$ cat src/rtl/log_offset_lut_arbiter.sv
// Round-robin arbiter sharing one registered log-offset LUT between requesters.
// One lookup in flight; result returned on a per-requester valid/ready channel.
module log_offset_lut_arbiter #(
    parameter int NUM_REQ  = 4,
    parameter int OFFSET_W = 4,
    parameter int DATA_W   = 24
) (
    input  logic                         clk,
    input  logic                         rst_n,
    input  logic [NUM_REQ-1:0]           req_valid,
    input  logic [NUM_REQ*OFFSET_W-1:0]  req_offset,
    output logic [NUM_REQ-1:0]           req_ready,
    output logic [OFFSET_W-1:0]          lut_shift_offset,
    input  logic [DATA_W-1:0]            lut_log_offset,
    output logic [NUM_REQ-1:0]           rsp_valid,
    output logic [DATA_W-1:0]            rsp_data,
    input  logic [NUM_REQ-1:0]           rsp_ready,
    output logic                         busy
);

    localparam int IDW = $clog2(NUM_REQ);

    typedef enum logic [1:0] {
        IDLE,
        ISSUE,
        LOOKUP,
        RESP
    } state_t;

    state_t              r_state;
    logic [IDW-1:0]      r_rr_ptr;
    logic [IDW-1:0]      r_gnt_id;
    logic [OFFSET_W-1:0] r_shift;
    logic [DATA_W-1:0]   r_rsp_data;
    logic [NUM_REQ-1:0]  r_rsp_valid;
    logic                r_busy;

    logic                w_found;
    logic [IDW-1:0]      w_gnt;
    int                  w_idx;

    // Search upward from the pointer, wrapping; first valid bit wins.
    always_comb begin
        w_found = 1'b0;
        w_gnt   = '0;
        w_idx   = 0;
        for (int k = 0; k < NUM_REQ; k++) begin
            w_idx = (int'(r_rr_ptr) + k) % NUM_REQ;
            if (!w_found && req_valid[w_idx[IDW-1:0]]) begin
                w_found = 1'b1;
                w_gnt   = w_idx[IDW-1:0];
            end
        end
    end

    // Gated by rst_n so ready is zero while reset is held.
    always_comb begin
        req_ready = '0;
        if (rst_n && r_state == IDLE && w_found) begin
            req_ready = NUM_REQ'(1) << w_gnt;
        end
    end

    always_ff @(posedge clk or negedge rst_n) begin
        if (!rst_n) begin
            r_state     <= IDLE;
            r_rr_ptr    <= '0;
            r_gnt_id    <= '0;
            r_shift     <= '0;
            r_rsp_data  <= '0;
            r_rsp_valid <= '0;
            r_busy      <= 1'b0;
        end else begin
            unique case (r_state)
                IDLE: begin
                    if (w_found) begin
                        r_shift  <= req_offset[w_gnt*OFFSET_W +: OFFSET_W];
                        r_gnt_id <= w_gnt;
                        r_rr_ptr <= (w_gnt == IDW'(NUM_REQ - 1)) ?
                                    '0 : w_gnt + 1'b1;
                        r_state  <= ISSUE;
                        r_busy   <= 1'b1;
                    end
                end
                ISSUE: begin
                    r_state <= LOOKUP;
                end
                LOOKUP: begin
                    r_rsp_data  <= lut_log_offset;
                    r_rsp_valid <= NUM_REQ'(1) << r_gnt_id;
                    r_state     <= RESP;
                end
                RESP: begin
                    if (rsp_ready[r_gnt_id]) begin
                        r_rsp_valid <= '0;
                        r_state     <= IDLE;
                        r_busy      <= 1'b0;
                    end
                end
                default: begin
                    r_state <= IDLE;
                end
            endcase
        end
    end

    assign lut_shift_offset = r_shift;
    assign rsp_valid        = r_rsp_valid;
    assign rsp_data         = r_rsp_data;
    assign busy             = r_busy;

endmodule

$ cat config.mk
export PLATFORM = sky130hd
export DESIGN_NAME = log_offset_lut_arbiter
export DESIGN_NICKNAME = d
export VERILOG_FILES = /design/src/rtl/log_offset_lut_arbiter.sv
export SDC_FILE = /design/constraint.sdc
export NUM_CORES = 1
export LEC_CHECK = 0
export ABC_AREA = 1
export CAP_MARGIN = 40
export CORE_ASPECT_RATIO = 2
export CORE_MARGIN = 3
export CORE_UTILIZATION = 47
export DETAILED_ROUTE_END_ITERATION = 16
export GPL_TIMING_DRIVEN = 1
export PLACE_DENSITY_LB_ADDON = 0.05
export SYNTH_ARGS = -nofsm -noshare
export SYNTH_HDL_FRONTEND = slang
export SYNTH_SLANG_ARGS = --single-unit
$ cat constraint.sdc
create_clock -name clk -period 4 [get_ports clk]
set_input_delay 0.4 -clock clk [delete_from_list [all_inputs] [get_ports clk]]
set_output_delay 0.4 -clock clk [all_outputs]
set_load 0.05 [all_outputs]
==> impl_metrics.py, run 1 <==
metrics = {
    "synthesis": {
        "ys.flop_type": "dfrtp_1",
        "synth_edf_count": 0,
        "yosysMostFrequentCell": "nand2_1",
        "syn_area_um2": 2160,
        "seq_area_frac_synth": 0.452,
        "async_reset_ff_frac": 1.00,
        "yosysTopAreaCell": "dfrtp_1",
        "yosysWarnings": 0,
        "ys_seq_elements": 39,
        "avgSynthCellArea_um2": 7.39,
        "syn_nets": 350,
        "synth_cells": 292,
        "yosys.cell_types.count": 23,
        "yosys-top-cells-count": "nand2_1, dfrtp_1, inv_1",
        "synthTopCellsByArea": "dfrtp_1, nand2_1, inv_1, ha_1, nand3_1",
        "yosysTopAreaCellShare": 0.452,
    },
    "route": {
        "num_vias": 2121,
        "drt_pass1_iterations": 6,
        "wl_per_cell_um": 12.4,
        "drt-initial-drc-count": 21,
        "antenna_left": 0,
        "drcViolationCount": 0,
        "wirelength_um": 5370,
        "via_per_inst": 4.89,
    },
    "critical_path": {
        "crit_fanout": 12,
        "required_ns": 3.60,
        "r2r_cells": 12,
        "crit_path_end_kind": "primary output",
        "cp-start-kind": "flop",
        "cp.arrival_ns": 3.20,
        "worst-setup-path-type": "reg2out",
    },
    "cells_and_area": {
        "drive_gt1_frac": 0.0789,
        "final_nets": 437,
        "antennaDiodeCount": 0,
        "area_growth_pct": 46.8,
    },
    "cts": {
        "cts_hold_buf": 0,
        "cts.sinks": 39,
        "post_cts_buffers": 0,
        "insertion_delay_ns": 0.29,
        "cts_root_buf": "clkbuf_8",
        "clk_pin_slew_ns": 0.07,
        "tritoncts": "built",
        "ctsResizeCount": 0,
        "cts_buffers": 5,
        "clockBufferDepth": 2,
        "ctsHtreeMaxLevel": 2,
    },
    "sta": {
        "rsz0062_at_grt": "no",
        "finalHoldViolCount": 0,
        "layout_min_cycle_time_ns": 3.60,
        "maxSlewViolCount": 0,
        "tns_ns": 0,
        "max-slew-margin-rel": 0.526,
        "tightest_slew_ns": 0.710,
        "finalCritPeriodShare": 0.901,
        "max_freq_mhz": 278,
        "fin_ws_ns": 0.398,
        "setup_viol": 0,
        "skew_ns": 0.00510,
    },
    "die": {
        "coreArea_um2": 4380,
        "num_rows": 34,
        "die_w_um": 53.9,
        "ios": 87,
        "die_h_um": 102,
        "floorplan.initialDensity": 0.493,
        "dieArea_um2": 5490,
    },
    "global_routing": {
        "antenna_found_initial": 0,
        "gr-total-overflow": 0,
        "grt.total_usage": 0.207,
        "grt_first_pass_wirelength_um": 8540,
        "grt_max_degree": 40,
        "grt_pass1_vias": 2052,
    },
    "min_path": {
        "holdCritPathClass": "in2async",
    },
    "placement": {
        "dp_slack_ns": 0.572,
        "gp_congestion": 0.903,
        "port-buffer-count": 86,
        "dp_hpwl_um": 4290,
    },
    "power_and_ir_drop": {
        "p_leak_uw": 0.00161,
        "powerDensity_nw_per_um2": 1000,
        "vdd_ir_drop_max_mv": 0.920,
    },
    "run": {
        "cap_violations": 0,
    },
    "outcome": {
        "status": "finished, final reports clean",
    },
}
-- per-stage QoR --
step | util | power, uW | cell area (um^2) | hold slack [ns] | std cells
after detailed placement | 0.697 | 2870 | 3060 | 0.458 | 426
after global placement | 0.694 | 2810 | 3040 | 0.452 | 425
after global routing | 0.723 | 3430 | 3170 | 0.237 | 434
after CTS | 0.723 | 3200 | 3170 | 0.222 | 434
after floorplan | - | 2260 | 2160 | 0.104 | 292
final | 0.723 | 3170 | 3170 | 0.204 | 434
-- final cells by class --
type	instances	area, um^2
clock buffers	5	68.8
fillers	375	1210
well taps	54	67.6
clock inverters	3	43.8
repair buffers	88	878
multi-input cells	213	1010
flip-flops and latches	39	976
inverters	32	120
-- cell families (layout without fill, tap and decap cells) --
logic type | count (synthesis) | after routing | share of synthesized area
adders and majority gates | 8 | 8 | 0.0464
DFF | 39 | 39 | 0.452
and+or+nand+nor | 188 | 188 | 0.380
AOI/OAI and AO/OA | 17 | 17 | 0.0435
buffers and inverters | 40 | 128 | 0.0783
-- critical path, stage by stage (launching register included) --
cell	delay, ns
dfrtp_1	0.52
inv_2	0.24
nand2_1	0.08
nand2_1	0.16
nand2_2	0.09
nand2_4	0.09
nor2_8	0.04
nand3_4	0.10
nand3_2	0.23
inv_1	0.23
ha_1	0.17
inv_1	0.04
nor2_1	0.09
clkdlybuf4s50_1	0.81
-- per-layer routing --
| metal | share of wire | global-route usage |
|---|---|---|
| met1 | 0.35 | 0.197 |
| met2 | 0.57 | 0.395 |
| met3 | 0.065 | 0.0409 |
| met4 | 0.018 | 0.0945 |
| met5 | 0 | 0 |
-- registers in the layout (all words and copies together) (netlist names) --
name,cells
rsp_valid,4
rsp_data,24
r_gnt_id,2
lut_shift_offset,4
r_state,2
r_rr_ptr,2
busy,1
-- worst paths after layout --
kind / slack [ns] / end / start
worst max-delay path: 0.40 / req_ready[1] / r_rr_ptr[0]$_DFFE_PN0P_
worst min register to register: 0.47 / rsp_data[19]$_DFFE_PN0P_ / rsp_data[19]$_DFFE_PN0P_
worst min-delay path: 0.20 / rsp_data[11]$_DFFE_PN0P_ / rst_n
worst max register to register: 1.53 / r_rr_ptr[1]$_DFFE_PN0P_ / r_rr_ptr[0]$_DFFE_PN0P_
min in group clk: 0.47 / rsp_data[19]$_DFFE_PN0P_ / rsp_data[19]$_DFFE_PN0P_
max in group asynchronous: 3.46 / lut_shift_offset[3]$_DFFE_PN0P_ / rst_n
-- where the power goes --
| group | internal [uW] | leakage, uW | switching, uW |
|---|---|---|---|
| clock network | 186 | 0.0000581 | 136 |
| registers | 590 | 0.000479 | 124 |
| logic | 694 | 0.00107 | 1440 |
-- placed cells by master, fill, tap and decap left out, drive strengths merged --
cell           Yosys  routed
a31oi              1       1
nand2            152     152
a21oi              2       2
clkbuf             5       5
o21a               2       2
clkinv             0       2
ha                 8       8
o21bai             1       1
o21ai             11      11
dfrtp             39      39
nand4              5       5
or2                1       1
nor2               8       8
buf                3       3
nand3             22      22
bufinv             0       1
clkdlybuf4s50      0      85
inv               32      32
No activity file was read; power rests on OpenSTA's default activity.
==> inputs of run 2 (changes only) <==
--- a/config.mk
+++ b/config.mk
@@ -9,9 +9,10 @@
 export CAP_MARGIN = 40
 export CORE_ASPECT_RATIO = 2
 export CORE_MARGIN = 3
-export CORE_UTILIZATION = 47
+export CORE_UTILIZATION = 23
 export DETAILED_ROUTE_END_ITERATION = 16
 export GPL_TIMING_DRIVEN = 1
+export MAX_ROUTING_LAYER = met4
 export PLACE_DENSITY_LB_ADDON = 0.05
 export SYNTH_ARGS = -nofsm -noshare
 export SYNTH_HDL_FRONTEND = slang
==> run 2 against run 1 <==
Combinational power is essentially flat. Sequential cell count is the same. Setup slack lost 0.019 ns. Final cell count grew 11%. Clock power grew 31%. Maximum frequency shrank 0.54%. Wire length grew 16%. Hold slack gained 0.034 ns. Count of clock-buffer cells in the layout grew 3. Design area grew 3.3%. Largest power group unchanged.
==> impl_metrics.py, run 2 (synthesis results as in run 1) <==
metrics = {
    "critical_path": {
        "regToRegSetupSlack_ns": 1.52,
        "cp_num_cells": 13,
        "crit_fanout": 12,
        "cp-start-kind": "flop",
        "cpPeakStageDelay_ns": 0.81,
        "cp.arrival_ns": 3.22,
        "path_buf_inv": 4,
        "crit_path_end_kind": "primary output",
        "path_cells": "inv_2 -> nand2_1 -> nand2_1 -> nand2_2 -> nand2_4 -> nor2_8 -> nand3_4 -> nand3_2 -> inv_1 -> ha_1 -> inv_1 -> nor2_1 -> clkdlybuf4s50_1",
        "required_ns": 3.60,
        "r2r_cells": 10,
        "worst-setup-path-type": "reg2out",
        "cp_slowest_cell": "clkdlybuf4s50_1",
        "crit_family": "buffers and inverters",
    },
    "die": {
        "floorplan.initialDensity": 0.238,
        "dieArea_um2": 10700,
        "die_w_um": 74.5,
        "num_rows": 49,
        "ios": 87,
        "coreArea_um2": 9070,
        "die_h_um": 143,
    },
    "cells_and_area": {
        "most-common-layout-cells": "nand2_1, clkdlybuf4s50_1, dfrtp_1",
        "final_nets": 437,
        "drive_gt1_frac": 0.0763,
        "layout.cells.most_common": "nand2_1",
        "largest_register_ffs": 24,
        "num-fill-cells": 985,
        "area_growth_pct": 51.6,
        "final_area_um2": 3270,
        "final_cells": 482,
        "antennaDiodeCount": 0,
    },
    "cts": {
        "insertion_delay_ns": 0.28,
        "cts_hold_buf": 0,
        "cts.sinks": 39,
        "cts_root_buf": "clkbuf_16",
        "tritoncts": "built",
        "ctsResizeCount": 0,
        "post_cts_buffers": 0,
        "cts_buffers": 5,
        "ctsHtreeMaxLevel": 2,
        "clk_pin_slew_ns": 0.06,
        "clockBufferDepth": 2,
    },
    "sta": {
        "finalHoldViolCount": 0,
        "max-slew-margin-rel": 0.481,
        "maxSlewViolCount": 0,
        "setup_viol": 0,
        "rsz0062_at_grt": "no",
        "hold_ws_ns": 0.238,
        "tns_ns": 0,
        "skew_ns": 0.00349,
        "finalCritPeriodShare": 0.905,
        "max_freq_mhz": 276,
        "tightest_slew_ns": 0.777,
        "layout_min_cycle_time_ns": 3.62,
    },
    "route": {
        "num_vias": 2071,
        "drt-initial-drc-count": 64,
        "drt_pass1_iterations": 4,
        "wl_per_cell_um": 12.9,
        "drcViolationCount": 0,
        "via_per_inst": 4.30,
        "antenna_left": 0,
        "wirelength_um": 6230,
    },
    "global_routing": {
        "antenna_found_initial": 0,
        "grt.total_usage": 0.128,
        "grt_pass1_vias": 2161,
        "gr-total-overflow": 0,
        "grt_first_pass_wirelength_um": 10200,
        "grt_max_degree": 40,
    },
    "power_and_ir_drop": {
        "p_leak_uw": 0.00163,
        "vdd_ir_drop_max_mv": 0.507,
        "powerDensity_nw_per_um2": 999,
    },
    "placement": {
        "port-buffer-count": 86,
        "placed_cells": 474,
        "dp_hpwl_um": 4830,
        "placed_area_um2": 3120,
        "gp_congestion": 0.910,
    },
    "min_path": {
        "holdCritPathClass": "in2async",
    },
    "run": {
        "cap_violations": 0,
    },
    "outcome": {
        "status": "finished, final reports clean",
    },
}
run 2: cell types whose count changed in the layout (fill, tap and decap cells not counted):
cell       before  now
bufinv_16       1    0
clkbuf_1        0    1
clkbuf_16       0    5
clkbuf_8        5    2
clkinv_2        1    0
clkinv_4        1    0
run 2: stage by stage:
| step | total power (uW) | utilization | setup slack, ns |
|---|---|---|---|
| floorplan | 2260 | - | 1.48 |
| global placement | 2870 | 0.342 | 0.577 |
| detailed placement | 2900 | 0.343 | 0.542 |
| CTS | 3340 | 0.361 | 0.325 |
| global route | 3580 | 0.361 | 0.0332 |
| finish | 3270 | 0.361 | 0.378 |
run 2: report_power, final:
group          total, uW  internal, uW  switching [uW]
Clock                421           266             155
Sequential           716           591             125
Combinational       2130           690            1440
run 2: layout make-up:
| type | instances | area [um^2] | area share |
|---|---|---|---|
| inverter | 32 | 120 | 0.0367 |
| clock buffer | 8 | 156 | 0.0478 |
| sequential | 39 | 976 | 0.298 |
| tap | 102 | 128 | 0.0390 |
| timing repair buffer | 88 | 878 | 0.268 |
| multi-input combinational | 213 | 1010 | 0.310 |
run 2: layer usage:
metal,GRT usage,wire [um],vias up,share of wire
li1,-,-,1065,-
met1,0.132,2350,937,0.38
met2,0.232,3430,60,0.55
met3,0.0226,299,9,0.048
met4,0.0516,146,0,0.023
met5,-,0,-,0
run 2: path summary, 6_finish.rpt:
path / end / start
max in group asynchronous: rsp_data[21]$_DFFE_PN0P_ / rst_n
max reg2reg: r_rr_ptr[1]$_DFFE_PN0P_ / r_rr_ptr[0]$_DFFE_PN0P_
min reg2reg: rsp_data[18]$_DFFE_PN0P_ / rsp_data[18]$_DFFE_PN0P_
min: rsp_data[4]$_DFFE_PN0P_ / rst_n
min in group clk: rsp_data[18]$_DFFE_PN0P_ / rsp_data[18]$_DFFE_PN0P_
max: req_ready[3] / r_rr_ptr[0]$_DFFE_PN0P_
==> RTL change 1, RTL diff (settings of run 1) <==
Set the parameter `DATA_W` to 12 (it was 24).
--- a/src/rtl/log_offset_lut_arbiter.sv
+++ b/src/rtl/log_offset_lut_arbiter.sv
@@ -4,5 +4,5 @@
     parameter int NUM_REQ  = 4,
     parameter int OFFSET_W = 4,
-    parameter int DATA_W   = 24
+    parameter int DATA_W   = 12
 ) (
     input  logic                         clk,
Interface: changed (resized lut_log_offset and rsp_data); port bits go from 87 to 63. The function was not compared with the original's and may differ.
==> RTL change 1 against run 1 <==
Worst setup slack better by 140 ps; critical path depth is 1 lower; wire length is 24% lower; synthesized area shrank 19%; first-iteration DRC count is 9.5% lower; cell area decreased by 23%; power down 27%; sequential cell count is 12 lower; critical endpoint is now req_ready[3]; largest power group unchanged; highest routed layer unchanged.
==> RTL change 1: results <==
group,metric,value,unit
status,outcome,"finished clean",
synth,synth_cell_types,23,
synth,synth-xor-area-share,0,
synth,synth_nets,298,
clock_tree,cts.repair.resized,0,
timing,finClkSkew,6.21,ps
clock_tree,cts_root_buffer,"clkbuf_8",
final_layout,nFillCells,317,
final_layout,diodes,0,
clock_tree,h-tree-depth,1,
drt,via_count,1711,
drt,viasPerCell,4.73,
clock_tree,postCtsSetupRepairBufs,0,
worst_setup_path,critPathArrivalTime,3060,ps
synth,synthTopCellsByArea,"dfrtp_1, nand2_1, inv_1",
final_layout,nets,361,
final_layout,largest_reg_flops,12,
drt,drt-initial-drc-count,19,
placement,dpl.hpwl,3450,um
global_routing,grt.total_usage,0.192,
final_layout,drive_gt1_frac,0.0669,
global_routing,grt_first_pass_wirelength,7060,um
global_routing,antenna_found_initial,0,
synth,ys_async_sr_fraction,1.00,
power,leakage,1.26,nW
synth,synth-adder-area-share,0.0572,
drt,firstDrtPassIters,4,
clock_tree,cts_max_path_buffers,2,
placement,io_buffers,62,
placement,routabilityCongestion,0.851,
synth,muxShareOfSynthArea,0,
worst_setup_path,crit_path_top_delay_cell,"clkdlybuf4s50_1",
synth,synth_compound_gate_area_share,0.0536,
synth,synth_common_cells,"nand2_1, inv_1, dfrtp_1, nand3_1",
clock_tree,clk_latency,260,ps
clock_tree,clk_pin_slew,80,ps
worst_setup_path,max_stage_delay,810,ps
worst_hold_path,hold_class,"reg2reg",
worst_setup_path,critPathTopFamily,"buffers and inverters",
synth,yosys_warnings,0,
drt,drt-total-wl,4100,um
power,p_sw,1.28,mW
power,vdd_drop_max,0.667,mV
global_routing,grt_max_degree,28,
synth,synth_top_family_by_area,"simple AND/OR/NAND/NOR gates",
worst_setup_path,worstPathMaxFanout,12,
synth,avgSynthCellArea,6.94,um^2
clock_tree,numCtsBuffers,3,
synth,ys_seq_area_frac,0.386,
timing,slew_headroom,0.659,
## RTL change 1: area by class of cell
| cell class | count | share of cell area |
|---|---|---|
| clock buffers | 4 | 0.0185 |
| well taps | 48 | 0.0246 |
| inverters | 40 | 0.0615 |
| multi-input cells | 180 | 0.361 |
| repair buffers | 63 | 0.257 |
| flip-flops and latches | 27 | 0.277 |
## RTL change 1: stage by stage
step | setup slack (ps) | cell area [um^2]
floorplan | 1470 | 1750
global placement | 686 | 2400
detailed placement | 624 | 2400
CTS | 507 | 2440
global route | 253 | 2440
finish | 539 | 2440
## RTL change 1: cells by family (layout without fill, tap and decap cells)
group                    after synthesis  after routing
AND/OR/NAND/NOR                      155            155
buffers and inverters                 45            107
flip-flops                            27             27
AO/OA/AOI/OAI                         17             17
adder cells (fa/ha/maj)                8              8
## RTL change 1: per-layer routing
layer	part of all wire	vias to the layer above	GRT usage
met2	0.58	41	0.379
met5	0	-	0
met4	0.035	0	0.0903
met3	0.034	12	0.0260
li1	-	891	-
met1	0.35	767	0.185
## RTL change 1: worst register-to-register path, stage by stage, from the launching register on
cell and delay, ps:
dfrtp_1 560, inv_2 180, nand2_1 90, nand2_1 90, nand2_1 100, nand2_2 70, nor2_4 140, nand3_4 140
nand3_2 240, inv_1 130, ha_1 330, nand2_1 70, o21ai_0 70
## RTL change 1: power groups by stage
| stage | sequential, mW | clock [mW] | combinational (mW) |
|---|---|---|---|
| 6_report | 0.504 | 0.149 | 1.66 |
| 5_1_grt | 0.523 | 0.161 | 1.86 |
| 4_1_cts | 0.504 | 0.153 | 1.69 |
| 3_5_place_dp | 0.507 | 0 | 1.68 |
| 3_3_place_gp | 0.506 | 0 | 1.66 |
| 2_1_floorplan | 0.821 | 0 | 0.945 |
## RTL change 1: final timing paths
kind	start	cells past startpoint	to	slack [ps]
worst max register to register	r_rr_ptr[0]	12	r_rr_ptr[1]	1680
worst min register to register	rsp_data[8]	2	rsp_data[8]	480
min in group asynchronous	rst_n	2	rsp_data[11]	590
max in group asynchronous	rst_n	2	r_rr_ptr[0]	3150
worst min-delay path	rsp_data[8]	2	rsp_data[8]	480
worst max-delay path	r_rr_ptr[0]	12	req_ready[3]	540
==> RTL change 2, RTL diff (settings of run 1) <==
Without the edit above. The 4 states of `state_t` get a one-hot encoding in 4 bits.
--- a/src/rtl/log_offset_lut_arbiter.sv
+++ b/src/rtl/log_offset_lut_arbiter.sv
@@ -21,9 +21,9 @@
     localparam int IDW = $clog2(NUM_REQ);
 
-    typedef enum logic [1:0] {
-        IDLE,
-        ISSUE,
-        LOOKUP,
-        RESP
+    typedef enum logic [3:0] {
+        IDLE   = 4'b0001,
+        ISSUE  = 4'b0010,
+        LOOKUP = 4'b0100,
+        RESP   = 4'b1000
     } state_t;
 
Formal check against the unedited RTL: same outputs for any inputs over 10 cycles, from zero or initial values and one cycle with rst_n low; not proved beyond that.
==> RTL change 2 against run 1 <==
Cell area increased by 3.3%; synthesized cell count down 2.4%; synthesized area is 4.5% higher; sequential cell count up 2; via count decreased by 2.3%; worst setup slack improved by 160 ps; sequential share of layout area grew 0.59 points; first-iteration DRC count rose by 140%; sequential power grew 5.9%; critical endpoint is now req_ready[3]; wire length is 0.69% lower; critical path type unchanged; power is 2.7% higher; clock skew shrank 2.2 ps.
==> RTL change 2: results <==
group,metric,value,unit
final_layout,seq_area_frac,0.314,
drt,firstDrtPassIters,4,
status,outcome,"finished clean",
synth,synth_cell_types,28,
global_routing,grt_max_degree,42,
placement,post-place-ws,656,ps
timing,finClkSkew,2.93,ps
global_routing,grt_first_pass_wirelength,8580,um
drt,drt-met1-wl,1950,um
final_layout,nFillCells,395,
drt,met2WireLength,3000,um
timing,holdWs,224,ps
drt,drt-total-wl,5330,um
final_layout,nNonClkBuffers,89,
drt,via_count,2072,
global_routing,grt_use_met3,0.0287,
global_routing,grt_use_met2,0.368,
final_layout,inverters,22,
final_layout,drive_gt1_frac,0.134,
global_routing,grt.total_usage,0.203,
power,vdd_drop_max,0.785,mV
final_layout,nets,427,
placement,place_area,0.00317,mm^2
synth,ys_seq_area_frac,0.456,
drt,drt-initial-drc-count,51,
drt,route.met3.wl,247,um
worst_setup_path,r2r_slack,1740,ps
final_layout,n_sequential_cell,41,
synth,avgSynthCellArea,7.91,um^2
timing,slew_headroom,0.641,
final_layout,seq_area,0.00103,mm^2
placement,routabilityCongestion,0.816,
synth,synth-adder-area-share,0.0222,
global_routing,grt_pass1_vias,1926,
placement,dpl.cell_count,421,
drt,wl_per_cell,12.5,um
final_layout,clock_area_frac,0.0317,
-- RTL change 2: cell types whose count changed after synthesis, moves of 4 or more --
cell,before,now
ha_1,8,4
nor2_1,7,11
o21ai_0,8,3
nand2_2,8,13
nand4_1,5,10
nand2_1,143,131
nand2_4,1,5
inv_1,28,16
-- RTL change 2: kinds of logic (layout without fill, tap and decap cells) --
| group | after synthesis | in the layout |
|---|---|---|
| AOI/OAI and AO/OA | 9 | 9 |
| adders and majority gates | 4 | 4 |
| buffers and inverters | 30 | 118 |
| and+or+nand+nor | 201 | 201 |
| DFF | 41 | 41 |
-- RTL change 2: worst paths after layout --
path	cells past startpoint	end
worst max register to register	12	r_rr_ptr[1]
worst max-delay path	14	req_ready[3]
worst min register to register	2	rsp_data[19]
max in group asynchronous	2	r_state[0]
min in group clk	2	rsp_data[19]
worst min-delay path	2	rsp_data[2]
-- RTL change 2: report_power, final --
group | internal (mW) | switching, mW
logic | 0.727 | 1.46
registers | 0.624 | 0.132
clock network | 0.181 | 0.129
total | 1.53 | 1.73
